[src/rtl/fetch_inst_queue_if.sv]
// Fetch->decode instruction-queue bundle: push side (fs_*), pop side (ds_*), flush and occupancy.
// slave modport is the queue itself; master modport is whoever drives fetch and decode.
// Ports: fs_valid/fs_pc/fs_inst/fs_excp_adef/fs_ready, flush, ds_allow_in/ds_valid/ds_pc/ds_inst/ds_excp_adef, count.
interface fetch_inst_queue_if #(
  parameter int DEPTH  = 4,
  parameter int PC_W   = 32,
  parameter int INST_W = 32
);
  localparam int CNT_W = $clog2(DEPTH + 1);

  logic              fs_valid;
  logic [PC_W-1:0]   fs_pc;
  logic [INST_W-1:0] fs_inst;
  logic              fs_excp_adef;
  logic              fs_ready;
  logic              flush;
  logic              ds_allow_in;
  logic              ds_valid;
  logic [PC_W-1:0]   ds_pc;
  logic [INST_W-1:0] ds_inst;
  logic              ds_excp_adef;
  logic [CNT_W-1:0]  count;

  modport slave (
    input  fs_valid, fs_pc, fs_inst, fs_excp_adef, flush, ds_allow_in,
    output fs_ready, ds_valid, ds_pc, ds_inst, ds_excp_adef, count
  );

  modport master (
    output fs_valid, fs_pc, fs_inst, fs_excp_adef, flush, ds_allow_in,
    input  fs_ready, ds_valid, ds_pc, ds_inst, ds_excp_adef, count
  );
endinterface

[src/rtl/fetch_inst_queue.sv]
// DEPTH-entry FIFO of {pc, inst, adef} between fetch and decode, with whole-queue flush and occupancy.
// Latency: 1 cycle push->head; 0 cycles when FETCH_QUEUE_BYPASS_EN is defined and the queue is empty.
// Backpressure: fs_ready = not full (no push-through-pop when full); decode pops with ds_allow_in.
// Ports: clk, resetn (async active-low), bus (fetch_inst_queue_if.slave, parameters must match).
// Optional macro FETCH_QUEUE_BYPASS_EN: combinational fs_* -> ds_* path while the queue is empty.
module fetch_inst_queue #(
  parameter int              DEPTH    = 4,
  parameter int              PC_W     = 32,
  parameter int              INST_W   = 32,
  parameter logic [PC_W-1:0] RESET_PC = 32'h1c000000
) (
  input logic               clk,
  input logic               resetn,
  fetch_inst_queue_if.slave bus
);
  // DEPTH is a power of two, so the pointers wrap naturally.
  localparam int PTR_W = $clog2(DEPTH);
  localparam int CNT_W = $clog2(DEPTH + 1);

  typedef struct packed {
    logic [PC_W-1:0]   pc;
    logic [INST_W-1:0] inst;
    logic              adef;
  } entry_t;

  entry_t           mem_q [DEPTH];
  entry_t           head;
  logic [PTR_W-1:0] wptr_q, wptr_d;
  logic [PTR_W-1:0] rptr_q, rptr_d;
  logic [CNT_W-1:0] count_q, count_d;
  logic             full;
  logic             q_vld;
  logic             push;
  logic             pop;
  logic             byp_take;

  assign full  = (count_q == CNT_W'(DEPTH));
  assign q_vld = (count_q != '0);
  assign head  = mem_q[rptr_q];

`ifdef FETCH_QUEUE_BYPASS_EN
  logic byp_vld;
  // Empty queue: present the incoming entry directly to decode.
  assign byp_vld  = !q_vld && bus.fs_valid && !bus.flush;
  // Consumed on the spot, so it must not also be written.
  assign byp_take = byp_vld && bus.ds_allow_in;

  always_comb begin
    bus.ds_valid     = q_vld || byp_vld;
    bus.ds_pc        = RESET_PC;
    bus.ds_inst      = '0;
    bus.ds_excp_adef = 1'b0;
    if (q_vld) begin
      bus.ds_pc        = head.pc;
      bus.ds_inst      = head.inst;
      bus.ds_excp_adef = head.adef;
    end else if (byp_vld) begin
      bus.ds_pc        = bus.fs_pc;
      bus.ds_inst      = bus.fs_inst;
      bus.ds_excp_adef = bus.fs_excp_adef;
    end
  end
`else
  assign byp_take = 1'b0;

  always_comb begin
    bus.ds_valid     = q_vld;
    bus.ds_pc        = RESET_PC;
    bus.ds_inst      = '0;
    bus.ds_excp_adef = 1'b0;
    if (q_vld) begin
      bus.ds_pc        = head.pc;
      bus.ds_inst      = head.inst;
      bus.ds_excp_adef = head.adef;
    end
  end
`endif

  // fs_ready deliberately ignores flush; flush simply drops the offered entry.
  assign bus.fs_ready = !full;
  assign bus.count    = count_q;

  assign push = bus.fs_valid && !full && !bus.flush && !byp_take;
  assign pop  = q_vld && bus.ds_allow_in && !bus.flush;

  always_comb begin
    wptr_d  = wptr_q;
    rptr_d  = rptr_q;
    count_d = count_q;
    if (bus.flush) begin
      wptr_d  = '0;
      rptr_d  = '0;
      count_d = '0;
    end else begin
      if (push) wptr_d = wptr_q + PTR_W'(1);
      if (pop)  rptr_d = rptr_q + PTR_W'(1);
      case ({push, pop})
        2'b10:   count_d = count_q + CNT_W'(1);
        2'b01:   count_d = count_q - CNT_W'(1);
        default: count_d = count_q;
      endcase
    end
  end

  always_ff @(posedge clk or negedge resetn) begin
    if (!resetn) begin
      wptr_q  <= '0;
      rptr_q  <= '0;
      count_q <= '0;
    end else begin
      wptr_q  <= wptr_d;
      rptr_q  <= rptr_d;
      count_q <= count_d;
    end
  end

  // Entry storage is not reset; validity is carried by count_q alone.
  always_ff @(posedge clk) begin
    if (push) begin
      mem_q[wptr_q] <= '{pc: bus.fs_pc, inst: bus.fs_inst, adef: bus.fs_excp_adef};
    end
  end
endmodule

[src/flat_wrapper.sv]
// flat-port wrapper written by rule: the top's interface ports become plain ports
module fetch_inst_queue_flat 
#(
  parameter int              DEPTH    = 4,
  parameter int              PC_W     = 32,
  parameter int              INST_W   = 32,
  parameter logic [PC_W-1:0] RESET_PC = 32'h1c000000
)
  (clk, resetn, bus_fs_valid, bus_fs_pc, bus_fs_inst, bus_fs_excp_adef, bus_flush, bus_ds_allow_in, bus_fs_ready, bus_ds_valid, bus_ds_pc, bus_ds_inst, bus_ds_excp_adef, bus_count);
  fetch_inst_queue_if #(.DEPTH(DEPTH), .PC_W(PC_W), .INST_W(INST_W)) bus_i ();
  input logic clk;
  input logic resetn;
  input wire logic [$bits(bus_i.fs_valid)-1:0] bus_fs_valid;
  input wire logic [$bits(bus_i.fs_pc)-1:0] bus_fs_pc;
  input wire logic [$bits(bus_i.fs_inst)-1:0] bus_fs_inst;
  input wire logic [$bits(bus_i.fs_excp_adef)-1:0] bus_fs_excp_adef;
  input wire logic [$bits(bus_i.flush)-1:0] bus_flush;
  input wire logic [$bits(bus_i.ds_allow_in)-1:0] bus_ds_allow_in;
  output wire logic [$bits(bus_i.fs_ready)-1:0] bus_fs_ready;
  output wire logic [$bits(bus_i.ds_valid)-1:0] bus_ds_valid;
  output wire logic [$bits(bus_i.ds_pc)-1:0] bus_ds_pc;
  output wire logic [$bits(bus_i.ds_inst)-1:0] bus_ds_inst;
  output wire logic [$bits(bus_i.ds_excp_adef)-1:0] bus_ds_excp_adef;
  output wire logic [$bits(bus_i.count)-1:0] bus_count;
  assign bus_i.fs_valid = bus_fs_valid;
  assign bus_i.fs_pc = bus_fs_pc;
  assign bus_i.fs_inst = bus_fs_inst;
  assign bus_i.fs_excp_adef = bus_fs_excp_adef;
  assign bus_i.flush = bus_flush;
  assign bus_i.ds_allow_in = bus_ds_allow_in;
  assign bus_fs_ready = bus_i.fs_ready;
  assign bus_ds_valid = bus_i.ds_valid;
  assign bus_ds_pc = bus_i.ds_pc;
  assign bus_ds_inst = bus_i.ds_inst;
  assign bus_ds_excp_adef = bus_i.ds_excp_adef;
  assign bus_count = bus_i.count;
  fetch_inst_queue #(.DEPTH(DEPTH), .PC_W(PC_W), .INST_W(INST_W), .RESET_PC(RESET_PC)) u_core (.clk(clk), .resetn(resetn), .bus(bus_i));
endmodule
[config.mk]
export PLATFORM = sky130hd
export DESIGN_NAME = fetch_inst_queue_flat
export DESIGN_NICKNAME = d
export VERILOG_FILES = /design/src/rtl/fetch_inst_queue_if.sv /design/src/rtl/fetch_inst_queue.sv /design/src/flat_wrapper.sv
export SDC_FILE = /design/constraint.sdc
export NUM_CORES = 1
export LEC_CHECK = 0
export BUFFER_PORTS_ARGS = -buffer_cell sky130_fd_sc_hd__buf_2
export CAP_MARGIN = 40
export CORE_ASPECT_RATIO = 2
export CORE_MARGIN = 2
export CORE_UTILIZATION = 55
export CTS_CLUSTER_SIZE = 40
export DETAILED_ROUTE_END_ITERATION = 8
export PLACE_DENSITY_LB_ADDON = 0.1
export SLEW_MARGIN = 20
export SYNTH_ARGS = -nofsm -noshare
export SYNTH_HDL_FRONTEND = slang
export SYNTH_SLANG_ARGS = --single-unit
[constraint.sdc]
create_clock -name clk -period 3.2 [get_ports clk]
set_input_delay 0.32 -clock clk [delete_from_list [all_inputs] [get_ports clk]]
set_output_delay 0.32 -clock clk [all_outputs]
set_load 0.02 [all_outputs]
# Word level (Yosys, flattened, before mapping)
# Memory sizes are Yosys's and may differ from the RTL's.
# Cells that the tools add are included.
# totals
register_bits,7
ramBits,260
in_bits,70
elab_cells,32
memories,1
# memory_table
name,words,word_bits,read_ports,rd_ports_with_merged_regs,wr,line_no,source
u_core.mem_q,4,65,1,0,1,fetch_inst_queue.sv:26,entry_t mem_q [DEPTH];
# op_classes
add_sub_neg,4
eq_ne,3
mux,11
reduce_logical,10
# op_table
op,count
$mux W32,2
$mux W2,4
$pmux W3 S2,1
$reduce_bool A3 Y1,2
$add A2 B1 Y2 const B,2
$logic_and A1 B1 Y1,4
$reduce_bool A2 Y1,2
$add A3 B1 Y3 const B,1
$eq A3 B3 Y1 const B,1
$mux W1,3
$mux W3,1
$sub A3 B1 Y3 const B,1
$eq A2 B1 Y1 const B,1
$eq A2 B2 Y1 const B,1
$logic_not A1 Y1,2

# Longest topological paths before layout
# logic_depth
word_depth,7
depth_mapped,8

# Least setup slack after synthesis
# No wires, ideal clock.
# synth_path
path_kind,register to register
from,"reg u_core.count_q[0], in the netlist u_core.bus.count[0]"
to,mem u_core.mem_q[2][0] in the netlist's numbering (enable)
arrival_time_ns,2.675
t_required_ns,2.770
setup_slack_ns,0.095
stages_incl_launch_ff,5
n_path_buf,1
cell_sequence,dfrtp_1 -> buf_6 -> or3b_1 -> and3b_1 -> and2_1
# synth_via
elab_chain_len,6
# synth_lines
item,line_no,source
from (decl),fetch_inst_queue.sv:30,"logic [CNT_W-1:0] count_q, count_d;"
from (signal assigned),fetch_inst_queue.sv:113,count_q <= count_d;
$eq A3 B3 Y1,fetch_inst_queue.sv:37,assign full = (count_q == CNT_W'(DEPTH));
$logic_not A1 Y1,--,
via bus_fs_ready,flat_wrapper.sv:19,output wire logic [$bits(bus_i.fs_ready)-1:0] bus_fs_ready;
$logic_and A1 B1 Y1 (2 in series),fetch_inst_queue.sv:83,assign push = bus.fs_valid && !full && !bus.flush && !byp_take;
$mux W1,fetch_inst_queue.sv:119,if (push) begin
$mux W1 (not written as such),fetch_inst_queue.sv:120,"mem_q[wptr_q] <= '{pc: bus.fs_pc, inst: bus.fs_inst, adef: bus.fs_excp_adef};"
to (decl),fetch_inst_queue.sv:26,
# The timed path passes the listed nets, and every way through them passes these cells.

# Worst setup path after layout
# layout_path
from,"reg u_core.count_q[0], in the netlist u_core.bus.count[0]"
to,out bus_ds_excp_adef
# layout_via
elab_chain_len,2
# layout_lines
item,line_no,source
$reduce_bool A3 Y1,fetch_inst_queue.sv:38,assign q_vld = (count_q != '0);
$mux W1,fetch_inst_queue.sv:71,if (q_vld) begin
to (decl),flat_wrapper.sv:23,output wire logic [$bits(bus_i.ds_excp_adef)-1:0] bus_ds_excp_adef;
# Every way passes these cells.

==> results.json <==
{
  "drv_cap": 0,
  "critPathLaunch": "u_core.bus.count[0]",
  "layout-area-overhead-vs-synth_pct": 16.9,
  "ant_nets": 0,
  "period_needed_ps": 2750,
  "rows": 71,
  "fill_cells": 1305,
  "die_area_sq_um": 20100,
  "numCtsBuffers": 23,
  "vias": 5007,
  "synth-async-reset-ratio": 0.0262,
  "hold_ws_ps": 37.5,
  "power.density_nw_per_um2": 642,
  "cts.clk_slew.worst_paths_ps": 60,
  "status": "completed",
  "ys_seq_area_frac": 0.767,
  "port_buffers": 139,
  "drive_gt1_frac": 0.399,
  "max-clock-path-buffers": 3,
  "hold_class": "input port to flip-flop",
  "setup_ws_ps": 449,
  "synth_most_common_cell": "edfxtp_1",
  "syn_inst": 479,
  "crit_path_start_kind": "flip-flop",
  "finalCritPeriodShare": 0.860,
  "cts_max_level": 1,
  "nNetsFinal": 706,
  "initial_core_util": 0.558,
  "synth_flop_cell": "edfxtp_1",
  "route.detailed.drc": 0,
  "wl_per_cell_um": 22.2,
  "clkSinkCount": 267,
  "fp.dieH_um": 199,
  "routed_wl_um": 19200,
  "multi_input_area_sq_um": 2230,
  "critPathKind": "flip-flop to output port",
  "fmax_mhz": 364,
  "synth_seq_cells": 267,
  "yosys_warnings": 0,
  "utilization": 0.652,
  "seq_area_sq_um": 7990,
  "grt-ovfl-total": 0,
  "cp_max_fo": 38,
  "cts_resized": 0,
  "dpl.hpwl_um": 11900,
  "critPathRequiredTime_ps": 2880,
  "synthTopCellsByCount": "260 x edfxtp_1, 66 x and2_1, 65 x mux4_2",
  "antenna_found_initial": 3,
  "finalHoldViolCount": 0,
  "end_kind": "output port",
  "gr-usage-all-layers": 0.195,
  "routed_via_density": 5.77,
  "slew_headroom": 0.585,
  "regToRegStartpoint": "u_core.bus.count[0]",
  "power.leakage_uw": 0.00420,
  "fin_skew_ps": 5.52,
  "worstPathArrival_ps": 2430,
  "grt_pass1_wl_um": 29400,
  "synth_edf_count": 260,
  "place_ws_ps": 679,
  "firstDrtPassIters": 4,
  "yosysTopAreaCellShare": 0.750,
  "synth.cell_area_sq_um": 10400,
  "rsz0062_at_grt": "false",
  "grt_pass1_vias": 5364,
  "fin_setup_tns_ps": 0,
  "cts_tree": "yes",
  "synth_nets": 554,
  "synth_area_per_cell_sq_um": 21.7,
  "cts_root_buf": "clkbuf_16",
  "ioPinCount": 140,
  "drt_iter0_markers": 217,
  "die_w_um": 101,
  "core_sq_um": 18700,
  "tightestPinTransition_ps": 623,
  "clk-insertion-delay-late_ps": 500,
  "finalSetupViolations": 0,
  "synth_cell_types": 34,
  "synth.largest_area_cell": "edfxtp_1",
  "place.gp.congestion": 0.772,
  "yosys-top-cells-area": "edfxtp_1 75%, mux4_2 14%, and2_1 4.0%",
  "min_from": "bus_fs_inst[28]",
  "grt_max_degree": 42,
  "ir_worst_vdd_mv": 0.540,
  "slew_violations": 0
}
## layout by cell type, fill, tap and decap left out, types with 2 or more instances in the layout
cell type    n
clkinv_1     2
buf_2      139
o21ai_0      2
nor3_1       2
dfrtp_1      5
nor2_1       7
diode_2      2
clkbuf_1     5
and2_1      62
buf_16       2
xnor2_1      2
a21oi_1      4
xor2_1       3
inv_1        3
buf_12       6
buf_4        5
bufinv_16    2
clkinv_2     5
nand2_1      5
dfrtp_4      2
clkbuf_16   23
or2_1        3
and2_4       4
a21o_1       2
mux4_2      65
edfxtp_1   260
ha_1         4
clkbuf_8     3
nand3_1      5
## state kept, by name, summed over array words and instances, names as in the netlist
name and flops:
u_core.bus.count 3, u_core.mem_q 260, u_core.wptr_q 2, u_core.rptr_q 2
## metal layers
layer  global-route usage  share of wire
met4               0.0551          0.019
met1                0.246           0.39
met2                0.345           0.55
met5                    0        0.00062
met3               0.0330          0.048
## metrics by stage
step | area [sq um] | cells | total power (uW)
6_report | 12200 | 868 | 7810
5_1_grt | 12200 | 868 | 8110
4_1_cts | 12200 | 866 | 7900
3_5_place_dp | 11400 | 824 | 5210
3_3_place_gp | 11300 | 821 | 5160
2_1_floorplan | 10400 | 479 | 4840
## cell type report
cell class,instances,area share
diodes,2,0.000411
clock buffers,31,0.0522
clock inverters,10,0.00823
inverters,4,0.00123
multi-input cells,182,0.183
flip-flops and latches,267,0.657
well taps,219,0.0225
repair buffers,153,0.0755
## kinds of logic after synthesis
kind of cell / Yosys count / share of synthesized area
XOR/XNOR: 5 / 0.00421
buffers and inverters: 30 / 0.0198
AND/OR/NAND/NOR: 96 / 0.0550
multiplexers: 65 / 0.141
flip-flops: 267 / 0.767
AO/OA/AOI/OAI: 11 / 0.00649
adder cells (fa/ha/maj): 5 / 0.00673
## worst max-delay path: stages, from the launching register on
cell and delay (ps):
dfrtp_1 500, nor3_1 480, inv_2 330, buf_12 270, and2_1 180, buf_2 160
## what timing repair did
| item | CTS | global route |
|---|---|---|
| endpoints found under the hold margin | 7 | 0 |
| hold buffers | 1 | 0 |
| setup buffers | 0 | 0 |
| setup endpoints to repair | 0 | 0 |
## final timing paths
| check | slack, ps | cells past startpoint | to |
|---|---|---|---|
| min in group asynchronous | 200 | 2 | u_core.wptr_q[0] |
| min | 40 | 1 | u_core.mem_q[3][29] |
| min reg2reg | 580 | 2 | u_core.wptr_q[1] |
| max reg2reg | 640 | 6 | u_core.bus.count[2] |
| max in group asynchronous | 2810 | 2 | u_core.rptr_q[1] |
| max | 450 | 5 | bus_ds_excp_adef |
## where the power goes
part	internal [uW]	switching, uW	leakage [uW]	total, uW
logic	478	597	0.00139	1080
registers	3960	72.0	0.00245	4040
clock network	1550	1140	0.000362	2700
Note: power is estimated with default switching activity, not from simulation.
